[config.mk]
export PLATFORM = sky130hd
export DESIGN_NAME = shift_register_univ_n
export DESIGN_NICKNAME = d
export VERILOG_FILES = /design/src/rtl/shift_register_univ_n.sv
export SDC_FILE = /design/constraint.sdc
export NUM_CORES = 1
export LEC_CHECK = 0
export ABC_AREA = 1
export BUFFER_PORTS_ARGS = -buffer_cell sky130_fd_sc_hd__buf_4
export CAP_MARGIN = 0
export CORE_AREA = 2 2 76 78
export DETAILED_ROUTE_END_ITERATION = 12
export DIE_AREA = 0 0 78 80
export GPL_ROUTABILITY_DRIVEN = 0
export SLEW_MARGIN = 20
export SYNTH_ARGS = -nofsm -noshare
export SYNTH_HDL_FRONTEND = slang
export SYNTH_SLANG_ARGS = --single-unit
[constraint.sdc]
create_clock -name CLK -period 2.4 [get_ports CLK]
set_clock_uncertainty 0.15 [all_clocks]
set_input_delay 0.48 -clock CLK [delete_from_list [all_inputs] [get_ports CLK]]
set_output_delay 0.48 -clock CLK [all_outputs]
set_load 0.02 [all_outputs]
[src/rtl/shift_register_univ_n.sv]
// Universal N-bit shift register with a counted auto-shift engine.
// Idle edges apply the operation selected by s. A start request with a shift
// mode latches that mode and performs exactly `count` shifts on consecutive
// edges. busy flags the remaining steps, and done pulses once at the end.
module shift_register_univ_n #(
  parameter int WIDTH = 8,
  parameter int CW    = $clog2(WIDTH + 1) + 1
) (
  input  logic             CLK,
  input  logic             Clear,
  input  logic [2:0]       s,
  input  logic [WIDTH-1:0] I_par,
  input  logic             MSB_in,
  input  logic             LSB_in,
  input  logic             start,
  input  logic [CW-1:0]    count,
  output logic [WIDTH-1:0] A_par,
  output logic             SO_right,
  output logic             SO_left,
  output logic             busy,
  output logic             done
);

  localparam logic [2:0] MODE_HOLD = 3'b000;
  localparam logic [2:0] MODE_SHR  = 3'b001;
  localparam logic [2:0] MODE_SHL  = 3'b010;
  localparam logic [2:0] MODE_LOAD = 3'b011;
  localparam logic [2:0] MODE_ROR  = 3'b100;
  localparam logic [2:0] MODE_ROL  = 3'b101;
  localparam logic [2:0] MODE_ASR  = 3'b110;
  localparam logic [2:0] MODE_CLR  = 3'b111;

  localparam logic [CW-1:0] CNT_ONE = CW'(1);

  // Next register value for a given operation; serial inputs are always live.
  function automatic logic [WIDTH-1:0] apply_op(
    input logic [2:0]       op,
    input logic [WIDTH-1:0] a,
    input logic [WIDTH-1:0] par,
    input logic             msb,
    input logic             lsb
  );
    logic [WIDTH-1:0] res;
    case (op)
      MODE_HOLD: res = a;
      MODE_SHR:  res = {msb, a[WIDTH-1:1]};
      MODE_SHL:  res = {a[WIDTH-2:0], lsb};
      MODE_LOAD: res = par;
      MODE_ROR:  res = {a[0], a[WIDTH-1:1]};
      MODE_ROL:  res = {a[WIDTH-2:0], a[WIDTH-1]};
      MODE_ASR:  res = {a[WIDTH-1], a[WIDTH-1:1]};
      MODE_CLR:  res = '0;
      default:   res = a;
    endcase
    return res;
  endfunction

  // Only these modes may be run by the auto-shift engine.
  function automatic logic is_shift(input logic [2:0] op);
    logic res;
    case (op)
      MODE_SHR, MODE_SHL, MODE_ROR, MODE_ROL, MODE_ASR: res = 1'b1;
      default:                                          res = 1'b0;
    endcase
    return res;
  endfunction

  logic [CW-1:0] remain;     // shifts still to perform after the current edge
  logic [2:0]    mode_lat;   // shift mode captured when the request was accepted
  logic [CW-1:0] remain_dec;
  logic [CW-1:0] count_dec;

  assign remain_dec = remain - CNT_ONE;
  assign count_dec  = count - CNT_ONE;

  // Serial outputs are plain taps of the register.
  assign SO_right = A_par[0];
  assign SO_left  = A_par[WIDTH-1];

  // Register, step counter and status flags; Clear overrides everything.
  always_ff @(posedge CLK) begin
    if (Clear) begin
      A_par    <= '0;
      remain   <= '0;
      mode_lat <= MODE_HOLD;
      busy     <= 1'b0;
      done     <= 1'b0;
    end else if (remain != '0) begin
      // Auto-shift in flight: s, I_par, start and count are ignored.
      A_par  <= apply_op(mode_lat, A_par, I_par, MSB_in, LSB_in);
      remain <= remain_dec;
      busy   <= (remain_dec != '0);
      done   <= (remain == CNT_ONE);
    end else if (start && is_shift(s)) begin
      mode_lat <= s;
      if (count == '0) begin
        // Zero-length request completes immediately without touching A_par.
        done <= 1'b1;
        busy <= 1'b0;
      end else begin
        // The accepting edge already performs the first shift.
        A_par  <= apply_op(s, A_par, I_par, MSB_in, LSB_in);
        remain <= count_dec;
        busy   <= (count_dec != '0);
        done   <= (count == CNT_ONE);
      end
    end else begin
      A_par <= apply_op(s, A_par, I_par, MSB_in, LSB_in);
      busy  <= 1'b0;
      done  <= 1'b0;
    end
  end

endmodule

After elaboration in Yosys (flattened, before gate mapping)
Index checks and enable logic that the tools add are counted.
{ "classes": {"n_addsub": 2, "n_mul": 0, "div_mod_pow": 0, "magnitude_cmp": 0, "eq_ne": 20, "shift": 0, "n_mux": 17, "n_bitwise": 1, "reduce_logical": 13} }
{ "op_table": {"columns": ["cell", "n"], "rows": [
  ["$pmux 8 s8", 1],
  ["$pmux 8 s7", 1],
  ["$eq 3x3->1 const B", 8],
  ["$mux 8", 3],
  ["$mux 5", 3],
  ["$reduce_bool 5->1", 3],
  ["$eq 3x2->1 const B", 4],
  ["$eq 5x1->1 const B", 2],
  ["$sub 5x1->5 const B", 2],
  ["$mux 1", 9],
  ["$eq 3x1->1 const B", 2],
  ["$logic_not 3->1", 2],
  ["$ne 2x2->1 const B", 3],
  ["$reduce_and 2->1", 3],
  ["$logic_not 5->1", 1],
  ["$reduce_or 5->1", 1],
  ["$ne 3x3->1 const B", 1],
  ["$reduce_and 3->1", 1],
  ["$reduce_bool 2->1", 1],
  ["$logic_and 1x1->1", 1],
  ["$not 1->1", 1]
]} }
{ "totals": {"regBits": 18, "latch_bits": 0, "ramBits": 0, "mem_bits_ro": 0, "in_bits": 21, "mem_count": 0} }

Logic depth before layout (Yosys ltp)
{ "logic_depth": {"word_depth": 8, "mapped_depth": 11} }

Worst setup path after synthesis
OpenSTA, ideal clock, no wires.
{ "synth_timing": {"kind": "input port to flip-flop", "startpoint": "in count[0]", "endpoint": "reg A_par[1]", "arrival_ns": 1.471, "t_required_ns": 2.122, "path_slack_ns": 0.651, "stages": 9, "path_buffers": 0, "cell_sequence": "inv_1 ha_1 nand3_1 nor2_1 inv_1 nor2_2 nor2_4 nand3_1 a21oi_1"} }
{ "synth_between": {"elab_chain_cells": 3} }
{ "synth_rtl": {"columns": ["element", "line", "text"], "rows": [
  ["from (decl)", "16", "input logic [CW-1:0] count,"],
  ["$logic_not 5->1", "96", "if (count == '0) begin"],
  ["$ne 3x3->1 (no line)", null, null],
  ["$reduce_and 2->1 (no line)", null, null],
  ["to (signal assigned)", "90", "A_par <= apply_op(mode_lat, A_par, I_par, MSB_in, LSB_in);"],
  ["to (signal assigned)", "102", "A_par <= apply_op(s, A_par, I_par, MSB_in, LSB_in);"],
  ["to (signal assigned)", "108", "A_par <= apply_op(s, A_par, I_par, MSB_in, LSB_in);"],
  ["to (decl)", "17", "output logic [WIDTH-1:0] A_par,"]
]} }
Every way passes these cells.
A chain may end at the register's enable or synchronous reset.

Worst setup path after layout
{ "layout_timing": {"startpoint": "reg remain[0]", "endpoint": "reg A_par[5]"} }
{ "layout_between": {"elab_chain_cells": 3} }
{ "layout_rtl": {"columns": ["element", "line", "text"], "rows": [
  ["from (decl)", "68", "logic [CW-1:0] remain;"],
  ["from (signal assigned)", "91", "remain <= remain_dec;"],
  ["from (signal assigned)", "103", "remain <= count_dec;"],
  ["$reduce_bool 5->1 (*)", "88", "end else if (remain != '0) begin"],
  ["$ne 3x3->1 (no line) / $ne 2x2->1 (equally long branches)", null, null],
  ["$reduce_and 2->1 (no line)", null, null]
]} }
Mark *: on every way between the ends. The rest lies on a longest branch, timed or not.

==> flow_metrics.env <==
export IMPL_status="finished clean"
export IMPL_synthAdderAreaFrac_pct=4.02
export IMPL_synthToLayoutAreaGrowth_pct=22.0
export IMPL_seq_area_frac_synth_pct=23.2
export IMPL_die_area_mm2=0.00624
export IMPL_min_from="remain[1]"
export IMPL_synth_area_mm2=0.00156
export IMPL_start_kind="register"
export IMPL_wl_per_cell_um=12.6
export IMPL_postCtsResizedCells=0
export IMPL_worst_path_max_delay_cell="dfxtp_1"
export IMPL_slew_violations=0
export IMPL_cts_sinks=18
export IMPL_path_class="reg -> reg"
export IMPL_drtAntennaViolNets=0
export IMPL_postSynthAreaPerCell_um2=6.30
export IMPL_grt_pass1_wl_mm=7.38
export IMPL_setup_viol=0
export IMPL_reg2reg_slack_ns=0.49
export IMPL_r2r_end="A_par[5]"
export IMPL_io_pins=33
export IMPL_synthDistinctLibCells=32
export IMPL_clkTransAtPathRegs_ns=0.08
export IMPL_stdcell_area_mm2=0.00190
export IMPL_period_share_pct=79.7
export IMPL_synth_compound_area_share_pct=11.8
export IMPL_worst_pin_slew_ns=0.428
export IMPL_clk_latency_ns=0.25
export IMPL_synthXorXnorAreaFrac_pct=2.82
export IMPL_grt_max_degree=15
export IMPL_syn_inst=247
export IMPL_drtIter0Drc=134
export IMPL_htreeDepth=1
export IMPL_grt_overflow=0
export IMPL_synth_top_family_by_area="simple AND/OR/NAND/NOR gates"
export IMPL_rr_worst_depth=8
export IMPL_worstPathArrival_ns=1.96
export IMPL_die_x_um=78
export IMPL_path_max_fanout=14
export IMPL_ys_seq_elements=18
export IMPL_synthMuxAreaShare_pct=0
export IMPL_ir_worst_vdd_mv=0.396
export IMPL_cts_inserted_buffers=3
export IMPL_hold_depth=2
export IMPL_dpl_cell_area_mm2=0.00184
export IMPL_antenna_found_initial=0
export IMPL_diodes=0
export IMPL_nFillCells=611
export IMPL_final_cell_count_no_fill=349
export IMPL_post_cts_buffers=0
export IMPL_tritoncts="yes"
export IMPL_cp_slowest_stage_delay_ns=0.34
export IMPL_placedCellCount=345
export IMPL_crit_chain="inv_1 -> ha_1 -> nand3_2 -> nand2_2 -> nand2_2 -> nor2_4 -> nand3_1 -> a21oi_1"
export IMPL_register_area_um2=360
export IMPL_grt_pass1_vias=1618
export IMPL_syn_nets=273
export IMPL_hold_buffers=0
export IMPL_grtUsageTotal_pct=14.5
export IMPL_maxCapViolCount=0
export IMPL_viasPerCell=4.97
export IMPL_hold_violations=0
export IMPL_vias=1733
export IMPL_worstHoldPathType="reg -> reg"
export IMPL_die_h_um=80
export IMPL_total_power_mw=2.20
export IMPL_multi_input_area_mm2=0.00104
export IMPL_yosys_warnings=0
export IMPL_p_leak_nw=0.812
export IMPL_fmax_ghz=0.523
export IMPL_core_area_mm2=0.00541
export IMPL_min_to="remain[1]"
export IMPL_setup_tns_final_ns=0
export IMPL_cp_required_ns=2.45
export IMPL_cts_max_path_buffers=2
export IMPL_critPathTopFamily="simple AND/OR/NAND/NOR gates"
export IMPL_layout_nets=304
export IMPL_rows=27
export IMPL_power_density_mw_per_mm2=1160
export IMPL_port_buffers=32
export IMPL_cp_num_buf_inv=1
export IMPL_cp_end_kind="register"
export IMPL_route_detailed_drc=0
export IMPL_dp_hpwl_mm=3.26
export IMPL_critPathMostFrequentCell="nand2_2"
export IMPL_first_pass_iters=5
export IMPL_rsz0062_at_grt="no"
export IMPL_regToRegStartpoint="remain[0]"
export IMPL_synth_simple_area_share_pct=48.5
export IMPL_drive_above_1_share_pct=22.4
export IMPL_cts_root_buffer="clkbuf_8"
export IMPL_slew_headroom_pct=71.2
export IMPL_start_util_pct=28.8
export IMPL_period_minus_slack_ns=1.91
export IMPL_wl_mm=4.39
[kinds of logic (layout without fill, tap and decap cells)]
group                    after synthesis  in the layout
adder cells (fa/ha/maj)                5              5
flip-flops                            18             18
XOR/XNOR                               5              5
buffers and inverters                 32             62
AO/OA/AOI/OAI                         33             33
AND/OR/NAND/NOR                      154            154
[placed cells by master (no fill, tap or decap), types with 5 or more instances in the layout]
| cell | instances |
|---|---|
| nand2_1 | 71 |
| buf_4 | 34 |
| nand3_1 | 29 |
| dfxtp_1 | 18 |
| inv_1 | 18 |
| a21oi_1 | 17 |
| nor2_1 | 14 |
| nand4_1 | 13 |
| o21ai_0 | 9 |
| nand3b_1 | 7 |
| nand2_2 | 6 |
| inv_2 | 5 |
| ha_1 | 5 |
[through the flow]
stage | util, % | hold WS, ns | worst slack (ns)
after CTS | 35.1 | 0.320 | 0.484
final | 35.1 | 0.316 | 0.487
after global placement | 34.1 | 0.303 | 0.433
after global routing | 35.1 | 0.343 | 0.262
after detailed placement | 34.1 | 0.309 | 0.353
after floorplan | - | 0.289 | 0.651
[synthesized netlist by cell type, drive strengths merged]
cell	n	area share [%]
dlygate4sd1	1	0.56
nand3	32	12
nor4	1	0.40
nand4	13	5.2
nand2	77	20
a31oi	2	0.80
a211oi	1	0.48
nor3	2	0.64
nor2	20	6.8
o211ai	1	0.48
and3	1	0.40
xor2	4	2.3
xnor2	1	0.56
nand3b	7	3.4
inv	24	6.0
dfxtp	18	23
a21oi	18	6.0
o21ai	11	4.0
buf	7	3.1
ha	5	4.0
and2	1	0.40
[worst max path at each step]
stage / start / endpoint / slack [ns] / depth (start not counted)
2_1_floorplan: count[0] / A_par[1] / 0.65 / 9
3_3_place_gp: count[0] / A_par[3] / 0.43 / 10
3_5_place_dp: count[0] / A_par[5] / 0.35 / 10
4_1_cts: remain[0] / A_par[5] / 0.48 / 8
5_1_grt: remain[1] / A_par[2] / 0.26 / 8
6_report: remain[0] / A_par[5] / 0.49 / 8
[routing by layer]
metal | track usage [%] | wire length, um | up-vias | share of wire [%]
li1 | - | - | 881 | -
met1 | 17.6 | 1900 | 777 | 43
met2 | 25.4 | 2050 | 69 | 47
met3 | 3.28 | 381 | 6 | 8.7
met4 | 4.21 | 54 | 0 | 1.2
met5 | 0 | 0 | - | 0
[tightest hold or removal path, delay by kind of cell (launching register included)]
kind	cells	cell delay, ns
AND/OR/NAND/NOR	1	0.06
flip-flops	1	0.31
AO/OA/AOI/OAI	1	0.05
[registers in the layout, indices dropped and copies added, names as in the netlist]
signal,count
done,1
mode_lat,3
A_par,8
busy,1
remain,5
[final cells by class]
class	instances	share of cell area, %
Sequential cell	18	19.0
Tap cell	72	4.75
Clock buffer	4	2.90
Multi-Input combinational cell	197	55.0
Timing Repair Buffer	34	13.4
Inverter	24	4.88
[where the power goes]
part           switching (mW)  internal [mW]  total (mW)
combinational           0.812          0.553        1.36
clock                   0.113          0.146       0.259
sequential              0.159          0.415       0.574
No activity file was read; power rests on OpenSTA's default activity.
